<file path="config.mk">
export PLATFORM = sky130hd
export DESIGN_NAME = rmii_tx_arbiter
export DESIGN_NICKNAME = d
export VERILOG_FILES = /design/src/rtl/rmii_pkg.sv /design/src/rtl/rmii_rr_pick.sv /design/src/rtl/rmii_tx_arbiter.sv
export SDC_FILE = /design/constraint.sdc
export NUM_CORES = 1
export LEC_CHECK = 0
export BUFFER_PORTS_ARGS = -buffer_cell sky130_fd_sc_hd__buf_2
export CAP_MARGIN = 0
export CORE_MARGIN = 4
export CORE_UTILIZATION = 55
export CTS_CLUSTER_DIAMETER = 100
export DETAILED_ROUTE_END_ITERATION = 10
export PLACE_DENSITY = 0.91
export SYNTH_ARGS = -nofsm -noshare
export SYNTH_HDL_FRONTEND = slang
export SYNTH_SLANG_ARGS = --single-unit
</file>
<file path="constraint.sdc">
create_clock -name REF_CLK -period 3.51 [get_ports REF_CLK]
set_input_delay 0 -clock REF_CLK [delete_from_list [all_inputs] [get_ports REF_CLK]]
set_output_delay 0 -clock REF_CLK [all_outputs]
set_load 0.01 [all_outputs]
</file>
<file path="src/rtl/rmii_pkg.sv">
// Shared definitions for the RMII transmit arbiter: FSM state encoding,
// default timing constants, grant codes and small helper functions.
package rmii_pkg;

    typedef enum logic [1:0] {
        ST_IDLE  = 2'd0,
        ST_OWN_A = 2'd1,
        ST_OWN_B = 2'd2,
        ST_GAP   = 2'd3
    } arb_state_t;

    // 96 bit times of inter-frame gap at 2 bits per REF_CLK cycle.
    localparam int IFG_CYCLES_DEF = 48;
    // Longest tolerated mid-frame starvation of the owning FIFO.
    localparam int STALL_MAX_DEF  = 1023;

    localparam logic [1:0] GRANT_NONE = 2'b00;
    localparam logic [1:0] GRANT_A    = 2'b01;
    localparam logic [1:0] GRANT_B    = 2'b10;

    // Width that holds the larger of the two counter limits without wrapping.
    function automatic int cnt_width(input int ifg, input int stall);
        int m;
        m = (ifg > stall) ? ifg : stall;
        return $clog2(m + 1);
    endfunction

    // One-hot grant {B,A} that belongs to a given arbiter state.
    function automatic logic [1:0] grant_of(input arb_state_t s);
        case (s)
            ST_OWN_A: return GRANT_A;
            ST_OWN_B: return GRANT_B;
            default:  return GRANT_NONE;
        endcase
    endfunction

endpackage

</file>
<file path="src/rtl/rmii_rr_pick.sv">
// Two-way round-robin pick: given both ready flags and which port won last,
// returns the one-hot {B,A} winner (2'b00 when neither port is ready).
module rmii_rr_pick
    import rmii_pkg::*;
(
    input  logic       req_a,
    input  logic       req_b,
    input  logic       last_b,
    output logic [1:0] pick
);

    // A wins when alone or when B won the previous arbitration; otherwise B.
    always_comb begin
        pick = GRANT_NONE;
        if (req_a && (!req_b || last_b)) begin
            pick = GRANT_A;
        end else if (req_b) begin
            pick = GRANT_B;
        end
    end

endmodule

</file>
<file path="src/rtl/rmii_tx_arbiter.sv">
// Frame-level arbiter that merges two ingress FIFOs (A, B) onto the single
// FIFO-style interface read by RMII_TX. One whole frame is forwarded at a
// time, followed by an inter-frame gap; a starved owner is dropped after
// STALL_MAX empty cycles.
// Optional build macro RMII_ARB_FRAME_CNT_EN adds per-port 16-bit counters
// of completed frames (a_frame_cnt, b_frame_cnt).
module rmii_tx_arbiter
    import rmii_pkg::*;
#(
    parameter int IFG_CYCLES = IFG_CYCLES_DEF,
    parameter int STALL_MAX  = STALL_MAX_DEF
) (
    input  logic        REF_CLK,
    input  logic        arst_n,
    input  logic [7:0]  a_fifo_dout,
    input  logic        a_fifo_empty,
    input  logic        a_fifo_aempty,
    input  logic        a_fifo_EOD_out,
    output logic        a_fifo_rden,
    input  logic [7:0]  b_fifo_dout,
    input  logic        b_fifo_empty,
    input  logic        b_fifo_aempty,
    input  logic        b_fifo_EOD_out,
    output logic        b_fifo_rden,
    output logic [7:0]  tx_fifo_dout,
    output logic        tx_fifo_empty,
    output logic        tx_fifo_aempty,
    output logic        tx_fifo_EOD_out,
    input  logic        tx_fifo_rden,
`ifdef RMII_ARB_FRAME_CNT_EN
    output logic [15:0] a_frame_cnt,
    output logic [15:0] b_frame_cnt,
`endif
    output logic [1:0]  grant
);

    localparam int              CW         = cnt_width(IFG_CYCLES, STALL_MAX);
    localparam logic [CW-1:0]   IFG_LAST   = CW'(IFG_CYCLES - 1);
    localparam logic [CW-1:0]   STALL_LAST = CW'(STALL_MAX - 1);

    arb_state_t     state_q, state_d;
    logic [CW-1:0]  gap_q, gap_d;
    logic [CW-1:0]  stall_q, stall_d;
    logic           last_b_q, last_b_d;
    logic [1:0]     pick;
    logic           own_a, own_b;
    logic           frame_end;

    assign own_a     = (state_q == ST_OWN_A);
    assign own_b     = (state_q == ST_OWN_B);
    // Last byte of the frame leaves the owner FIFO in this cycle.
    assign frame_end = (own_a || own_b) && tx_fifo_rden && tx_fifo_EOD_out;

    rmii_rr_pick u_pick (
        .req_a  (!a_fifo_aempty),
        .req_b  (!b_fifo_aempty),
        .last_b (last_b_q),
        .pick   (pick)
    );

    // Datapath: pass the owner's FIFO through, present an idle FIFO otherwise.
    always_comb begin
        // NOTE: every output gets a value before any branch, so no path can
        // leave one unassigned and infer a latch.
        tx_fifo_dout    = 8'h00;
        tx_fifo_empty   = 1'b1;
        tx_fifo_aempty  = 1'b1;
        tx_fifo_EOD_out = 1'b0;
        a_fifo_rden     = 1'b0;
        b_fifo_rden     = 1'b0;
        if (own_a) begin
            tx_fifo_dout    = a_fifo_dout;
            tx_fifo_empty   = a_fifo_empty;
            tx_fifo_aempty  = a_fifo_aempty;
            tx_fifo_EOD_out = a_fifo_EOD_out;
            a_fifo_rden     = tx_fifo_rden;
        end else if (own_b) begin
            tx_fifo_dout    = b_fifo_dout;
            tx_fifo_empty   = b_fifo_empty;
            tx_fifo_aempty  = b_fifo_aempty;
            tx_fifo_EOD_out = b_fifo_EOD_out;
            b_fifo_rden     = tx_fifo_rden;
        end
    end

    // Next-state logic: arbitration, frame end, stall abandon and gap timing.
    always_comb begin
        state_d  = state_q;
        gap_d    = '0;
        stall_d  = '0;
        last_b_d = last_b_q;
        unique case (state_q)
            ST_IDLE: begin
                if (pick == GRANT_A) begin
                    state_d  = ST_OWN_A;
                    last_b_d = 1'b0;
                end else if (pick == GRANT_B) begin
                    state_d  = ST_OWN_B;
                    last_b_d = 1'b1;
                end
            end
            ST_OWN_A, ST_OWN_B: begin
                if (frame_end) begin
                    state_d = ST_GAP;
                end else if (tx_fifo_empty) begin
                    // The STALL_MAX-th consecutive empty cycle is the last one owned.
                    if (stall_q == STALL_LAST) begin
                        state_d = ST_GAP;
                    end else begin
                        stall_d = stall_q + 1'b1;
                    end
                end
            end
            ST_GAP: begin
                if (gap_q == IFG_LAST) begin
                    state_d = ST_IDLE;
                end else begin
                    gap_d = gap_q + 1'b1;
                end
            end
            default: state_d = ST_IDLE;
        endcase
    end

    // State, counters, round-robin pointer and registered grant.
    always_ff @(posedge REF_CLK or negedge arst_n) begin
        // NOTE: sequential state uses non-blocking assignments so every
        // register samples the pre-edge values of the others.
        if (!arst_n) begin
            state_q  <= ST_IDLE;
            gap_q    <= '0;
            stall_q  <= '0;
            last_b_q <= 1'b1;
            grant    <= GRANT_NONE;
        end else begin
            state_q  <= state_d;
            gap_q    <= gap_d;
            stall_q  <= stall_d;
            last_b_q <= last_b_d;
            grant    <= grant_of(state_d);
        end
    end

`ifdef RMII_ARB_FRAME_CNT_EN
    // Completed-frame counters; abandoned frames never reach frame_end.
    always_ff @(posedge REF_CLK or negedge arst_n) begin
        if (!arst_n) begin
            a_frame_cnt <= '0;
            b_frame_cnt <= '0;
        end else begin
            if (frame_end && own_a) a_frame_cnt <= a_frame_cnt + 16'd1;
            if (frame_end && own_b) b_frame_cnt <= b_frame_cnt + 16'd1;
        end
    end
`endif

endmodule

</file>
# After elaboration in Yosys (flattened, before gate mapping)
# Index checks and enable logic that the tools add are counted.
dict set report word_totals {
  reg_bits 25
  output_inout_bits 15
}
dict set report classes {
  addsub 2
  n_eq_ne 9
  mux 29
  reduce_logical 10
}
# op count
set op_table {}
lappend op_table {{$mux 10} 6}
lappend op_table {{$add 10x1->10 const B} 2}
lappend op_table {{$mux 2} 8}
lappend op_table {{$mux 8} 2}
lappend op_table {{$mux 1} 11}
lappend op_table {{$eq 10x10->1 const B} 1}
lappend op_table {{$eq 10x6->1 const B} 1}
lappend op_table {{$eq 2x2->1 const B} 4}
lappend op_table {{$eq 2x1->1 const B} 3}
lappend op_table {{$pmux 2 s3} 1}
lappend op_table {{$pmux 2 s2} 1}
lappend op_table {{$logic_and 1x1->1} 3}
lappend op_table {{$logic_not 2->1} 1}
lappend op_table {{$logic_or 1x1->1} 2}
lappend op_table {{$reduce_and 2->1} 1}
lappend op_table {{$reduce_bool 2->1} 1}
lappend op_table {{$reduce_or 2->1} 1}
lappend op_table {{$logic_not 1->1} 1}

# Depth between registers and ports, before layout
dict set report depth {
  depth_word 9
  ltp_mapped 7
}

# Hierarchy
# A second synthesis with hierarchy kept.
dict set report hier_totals {
  hier_cells 168
  hier_area_um2 1500.2
}
# mod n_inst cells_per_inst area_per_inst_um2 seq_area_each_um2
set modules_own_cells {}
lappend modules_own_cells {rmii_tx_arbiter 1 165 1481.4 626.9}
lappend modules_own_cells {rmii_rr_pick 1 3 18.8 0.0}

# Worst setup path before layout
# Ideal clock, no wire load.
dict set report synth_timing {
  path_type {register -> register}
  startpoint {register gap_q[6]}
  endpoint {register grant[1]}
  setup_ps 120
  arrival_ps 1708
  setup_slack_ps 1682
  stages_incl_launch_ff 5
  n_path_buf 0
  period_less_slack_ps 1828
  path_cell_list {dfrtp_1 > or4_4 > o41ai_4 > o311ai_0 > and3b_1}
}
dict set report synth_via {
  elab_chain_len 5
  word_cells_on_any_way 6
  cone_classes {eq/ne: 3; mux: 3}
}
# element line_no
set synth_rtl {}
lappend synth_rtl {{from (decl)} rmii_tx_arbiter.sv:42} ;# logic [CW-1:0] gap_q, gap_d;
lappend synth_rtl {{from (signal assigned)} rmii_tx_arbiter.sv:137} ;# gap_q <= gap_d;
lappend synth_rtl {{$eq 10x6->1 (*)} rmii_tx_arbiter.sv:115} ;# if (gap_q == IFG_LAST) begin
lappend synth_rtl {{$mux 2 (*)} rmii_tx_arbiter.sv:115}
lappend synth_rtl {{$pmux 2 s3 (*)} rmii_tx_arbiter.sv:92} ;# unique case (state_q)
lappend synth_rtl {{$eq 2x2->1 or $eq 2x1->1 (tied branches)} rmii_pkg.sv:30} ;# case (s)
lappend synth_rtl {{$pmux 2 s2 (*)} rmii_pkg.sv:30}
lappend synth_rtl {{to (signal assigned)} rmii_tx_arbiter.sv:140} ;# grant <= grant_of(state_d);
lappend synth_rtl {{to (decl)} rmii_tx_arbiter.sv:34} ;# output logic [1:0] grant
# Mark *: on every way between the ends. The rest lies on a longest branch, timed or not.
# A chain may end at the register's enable or synchronous reset.

# Worst setup path after layout
dict set report layout_timing {
  startpoint {register state_q[1]}
  endpoint {register grant[1]}
}
dict set report layout_via {
  elab_chain_len 8
  word_cells_on_any_way 22
  cone_classes {eq/ne: 5; mux: 12; reduce/logical: 5}
}
# element line_no
set layout_rtl {}
lappend layout_rtl {{from (decl)} rmii_tx_arbiter.sv:41} ;# arb_state_t state_q, state_d;
lappend layout_rtl {{from (signal assigned)} rmii_tx_arbiter.sv:136} ;# state_q <= state_d;
lappend layout_rtl {{$eq 2x2->1 or $eq 2x1->1 (tied branches)} {rmii_tx_arbiter.sv:50, rmii_tx_arbiter.sv:92, rmii_tx_arbiter.sv:49}}
lappend layout_rtl {{$mux 1 or $logic_or 1x1->1 (tied branches)} {rmii_tx_arbiter.sv:77, rmii_tx_arbiter.sv:52}}
lappend layout_rtl {{$mux 1 or $logic_and 1x1->1 (tied branches)} {rmii_tx_arbiter.sv:71, rmii_tx_arbiter.sv:52}}
lappend layout_rtl {{$mux 2 or $logic_and 1x1->1 (tied branches)} {rmii_tx_arbiter.sv:105, rmii_tx_arbiter.sv:52}}
lappend layout_rtl {{$mux 2} rmii_tx_arbiter.sv:103} ;# if (frame_end) begin
lappend layout_rtl {{$pmux 2 s3 (*)} rmii_tx_arbiter.sv:92}
lappend layout_rtl {{via state_d[0]} rmii_tx_arbiter.sv:41}
lappend layout_rtl {{$eq 2x2->1 or $eq 2x1->1 (tied branches)} rmii_pkg.sv:30}
lappend layout_rtl {{$pmux 2 s2 (*)} rmii_pkg.sv:30}
# The timed path passes the listed nets; every way through them passes the cells marked *.

==> flow_summary.json <==
{
  "status": "completed",
  "htree_levels": 1,
  "first_global_vias": 1258,
  "grt_pass1_wl_mm": 5.22,
  "postCtsHoldBufs": 2,
  "slowest_stage": "ha_1",
  "worstSetupStartpointType": "flip-flop",
  "drt-pass1-iter-count": 4,
  "grt_overflow_total": 0,
  "powerDensity_nw_per_um2": 554,
  "cts_tree": "done",
  "placed_area_um2": 1680,
  "fin_cells": 237,
  "synth-async-reset-ratio_pct": 100,
  "hold_violations": 0,
  "cts-resized-gates": 0,
  "max-clock-path-buffers": 2,
  "setup_ws_ns": 1.37,
  "worstSetupPathType": "reg2reg",
  "ys_seq_area_share_pct": 42.9,
  "die_y_um": 59.6,
  "coreArea_um2": 2500,
  "ir_drop_mv": 0.491,
  "final_nets": 241,
  "ff_latch_area_um2": 627,
  "skew_ns": 0.00424,
  "cts_setup_buffers": 0,
  "cp_top_family": "compound AO/OA/AOI/OAI gates",
  "nFillCells": 193,
  "worst-path-buf-inv": 1,
  "most-common-layout-cells": "buf_2 (39), nand2_1 (28), nor2_1 (25)",
  "syn-instance-count": 165,
  "numCtsBuffers": 3,
  "critical_path_required_ns": 3.74,
  "finalPower_mw": 0.960,
  "routed_wl_mm": 2.87,
  "vias": 1258,
  "antenna_found_initial": 0,
  "wl_per_cell_um": 12.1,
  "layout_commonest_cell": "buf_2",
  "area_growth_pct": 18.6,
  "route.antenna.remaining_nets": 0,
  "avgSynthCellArea_um2": 8.86,
  "rsz0062_at_grt": "no",
  "yosys_warnings": 0,
  "fmax_ghz": 0.467,
  "drive_gt1_share_pct": 23.7,
  "post-dp-hpwl_mm": 2.25,
  "port_buffers": 39,
  "crit_chain": "inv_1, ha_1, nor2_1, a21oi_1, a21oi_1, o21ai_2, and3b_1",
  "multi_input_area_um2": 795,
  "pin_count": 40,
  "p_leak_nw": 0.854,
  "relSlewSlack_pct": 59.0,
  "post-route-util_pct": 69.4,
  "drt-vias-per-instance": 5.31,
  "pre_cts_slack_ns": 1.40,
  "clock_sinks": 25,
  "tns_ns": 0,
  "critPathCaptureType": "flip-flop",
  "synth_flop_cell": "dfrtp_1",
  "grt_util_all_layers_pct": 19.0,
  "synth_edf_count": 0,
  "initial_core_util_pct": 58.5,
  "worstPathMaxFanout": 24,
  "die_w_um": 59.6,
  "cts-root-buf": "clkbuf_4",
  "min_period_ns": 2.14,
  "drc_errors": 0,
  "yosys_register_bits": 25,
  "cap_viol_max_count": 0,
  "crit_top_cell": "a21oi_1",
  "syn_area_um2": 1460,
  "dp.cells": 231,
  "n_antenna_cell": 0,
  "drt_iter0_drc": 25,
  "cp_slowest_stage_delay_ns": 0.57,
  "row_count": 18,
  "critPathArrivalTime_ns": 2.37,
  "path_clk_slew_ns": 0.14,
  "syn_nets": 198,
  "die_area_um2": 3550,
  "min_period_over_period_pct": 61.0,
  "grt_max_degree": 26,
  "clk_latency_ns": 0.32,
  "worstMarginPinSlew_ns": 0.615,
  "min_path_type": "in2reg",
  "finalSetupViolations": 0,
  "fin_hold_ws_ns": 0.0578,
  "final_area_um2": 1730,
  "slew_violations": 0,
  "ys_types": 31,
  "place_congestion": 0.905
}
==> cells in the mapped netlist, drive strengths merged, types with 2 or more instances <==
cell     n  area share, %
xnor2    6            3.6
ha       8            6.8
nor2    25            6.4
inv      8            2.1
a21oi    5            1.7
a31oi    2           0.86
and3     4            1.7
and2     6            2.6
nand4    2           0.86
nand2   28            7.2
o21ai   10            3.7
nand3b   2            1.0
dfrtp   24             41
nand3    8            2.7
clkbuf   3           0.77
xor2    10            6.0
==> layer usage <==
metal  vias to the layer above  GRT usage, %  wire length [µm]
li1                        633             -                 -
met1                       570          25.5              1400
met2                        51          31.0              1250
met3                         4          2.18               179
met4                         0          7.59                47
met5                         -             0                 0
==> worst paths after layout <==
check / from / to / slack [ns] / cells after the start
worst min register to register: gap_q[0]$_DFF_PN0_ / gap_q[0]$_DFF_PN0_ / 0.51 / 1
worst max register to register: state_q[1]$_DFF_PN0_ / grant[1]$_DFF_PN0_ / 1.37 / 7
worst max-delay path: state_q[1]$_DFF_PN0_ / grant[1]$_DFF_PN0_ / 1.37 / 7
max in group asynchronous: arst_n / last_b_q$_DFFE_PN1P_ / 2.98 / 2
worst min-delay path: b_fifo_aempty / last_b_q$_DFFE_PN1P_ / 0.06 / 4
min in group asynchronous: arst_n / stall_q[4]$_DFF_PN0_ / 0.17 / 2
==> worst min-delay path: cells and delay by family <==
family | cells | cell delay, ns
AO/OA/AOI/OAI | 2 | 0.19
buffers and inverters | 2 | 0.20
==> cell families after synthesis <==
logic type | count (synthesis) | synth area share [%]
buffers and inverters | 11 | 2.82
AND/OR/NAND/NOR | 80 | 25.5
multiplexers | 1 | 0.684
adder cells (fa/ha/maj) | 8 | 6.84
flip-flops | 25 | 42.9
XOR/XNOR | 16 | 9.58
AO/OA/AOI/OAI | 24 | 11.7
==> area by class of cell <==
type / instances / area share (%)
Timing Repair Buffer: 41 / 12.4
Clock buffer: 3 / 1.30
Tap cell: 30 / 2.16
Clock inverter: 1 / 0.433
Inverter: 8 / 1.73
Multi-Input combinational cell: 129 / 45.8
Sequential cell: 25 / 36.1
==> power breakdown <==
group	internal, mW	leakage (nW)	switching (mW)
Clock	0.0436	0.0139	0.0885
Combinational	0.182	0.499	0.286
Sequential	0.328	0.341	0.0324
Total	0.553	0.854	0.407
==> state kept, by name, indices dropped and copies added (netlist names) <==
name,count
state_q,2
gap_q,10
grant,2
last_b_q,1
stall_q,10
No activity file was read; power rests on OpenSTA's default activity.
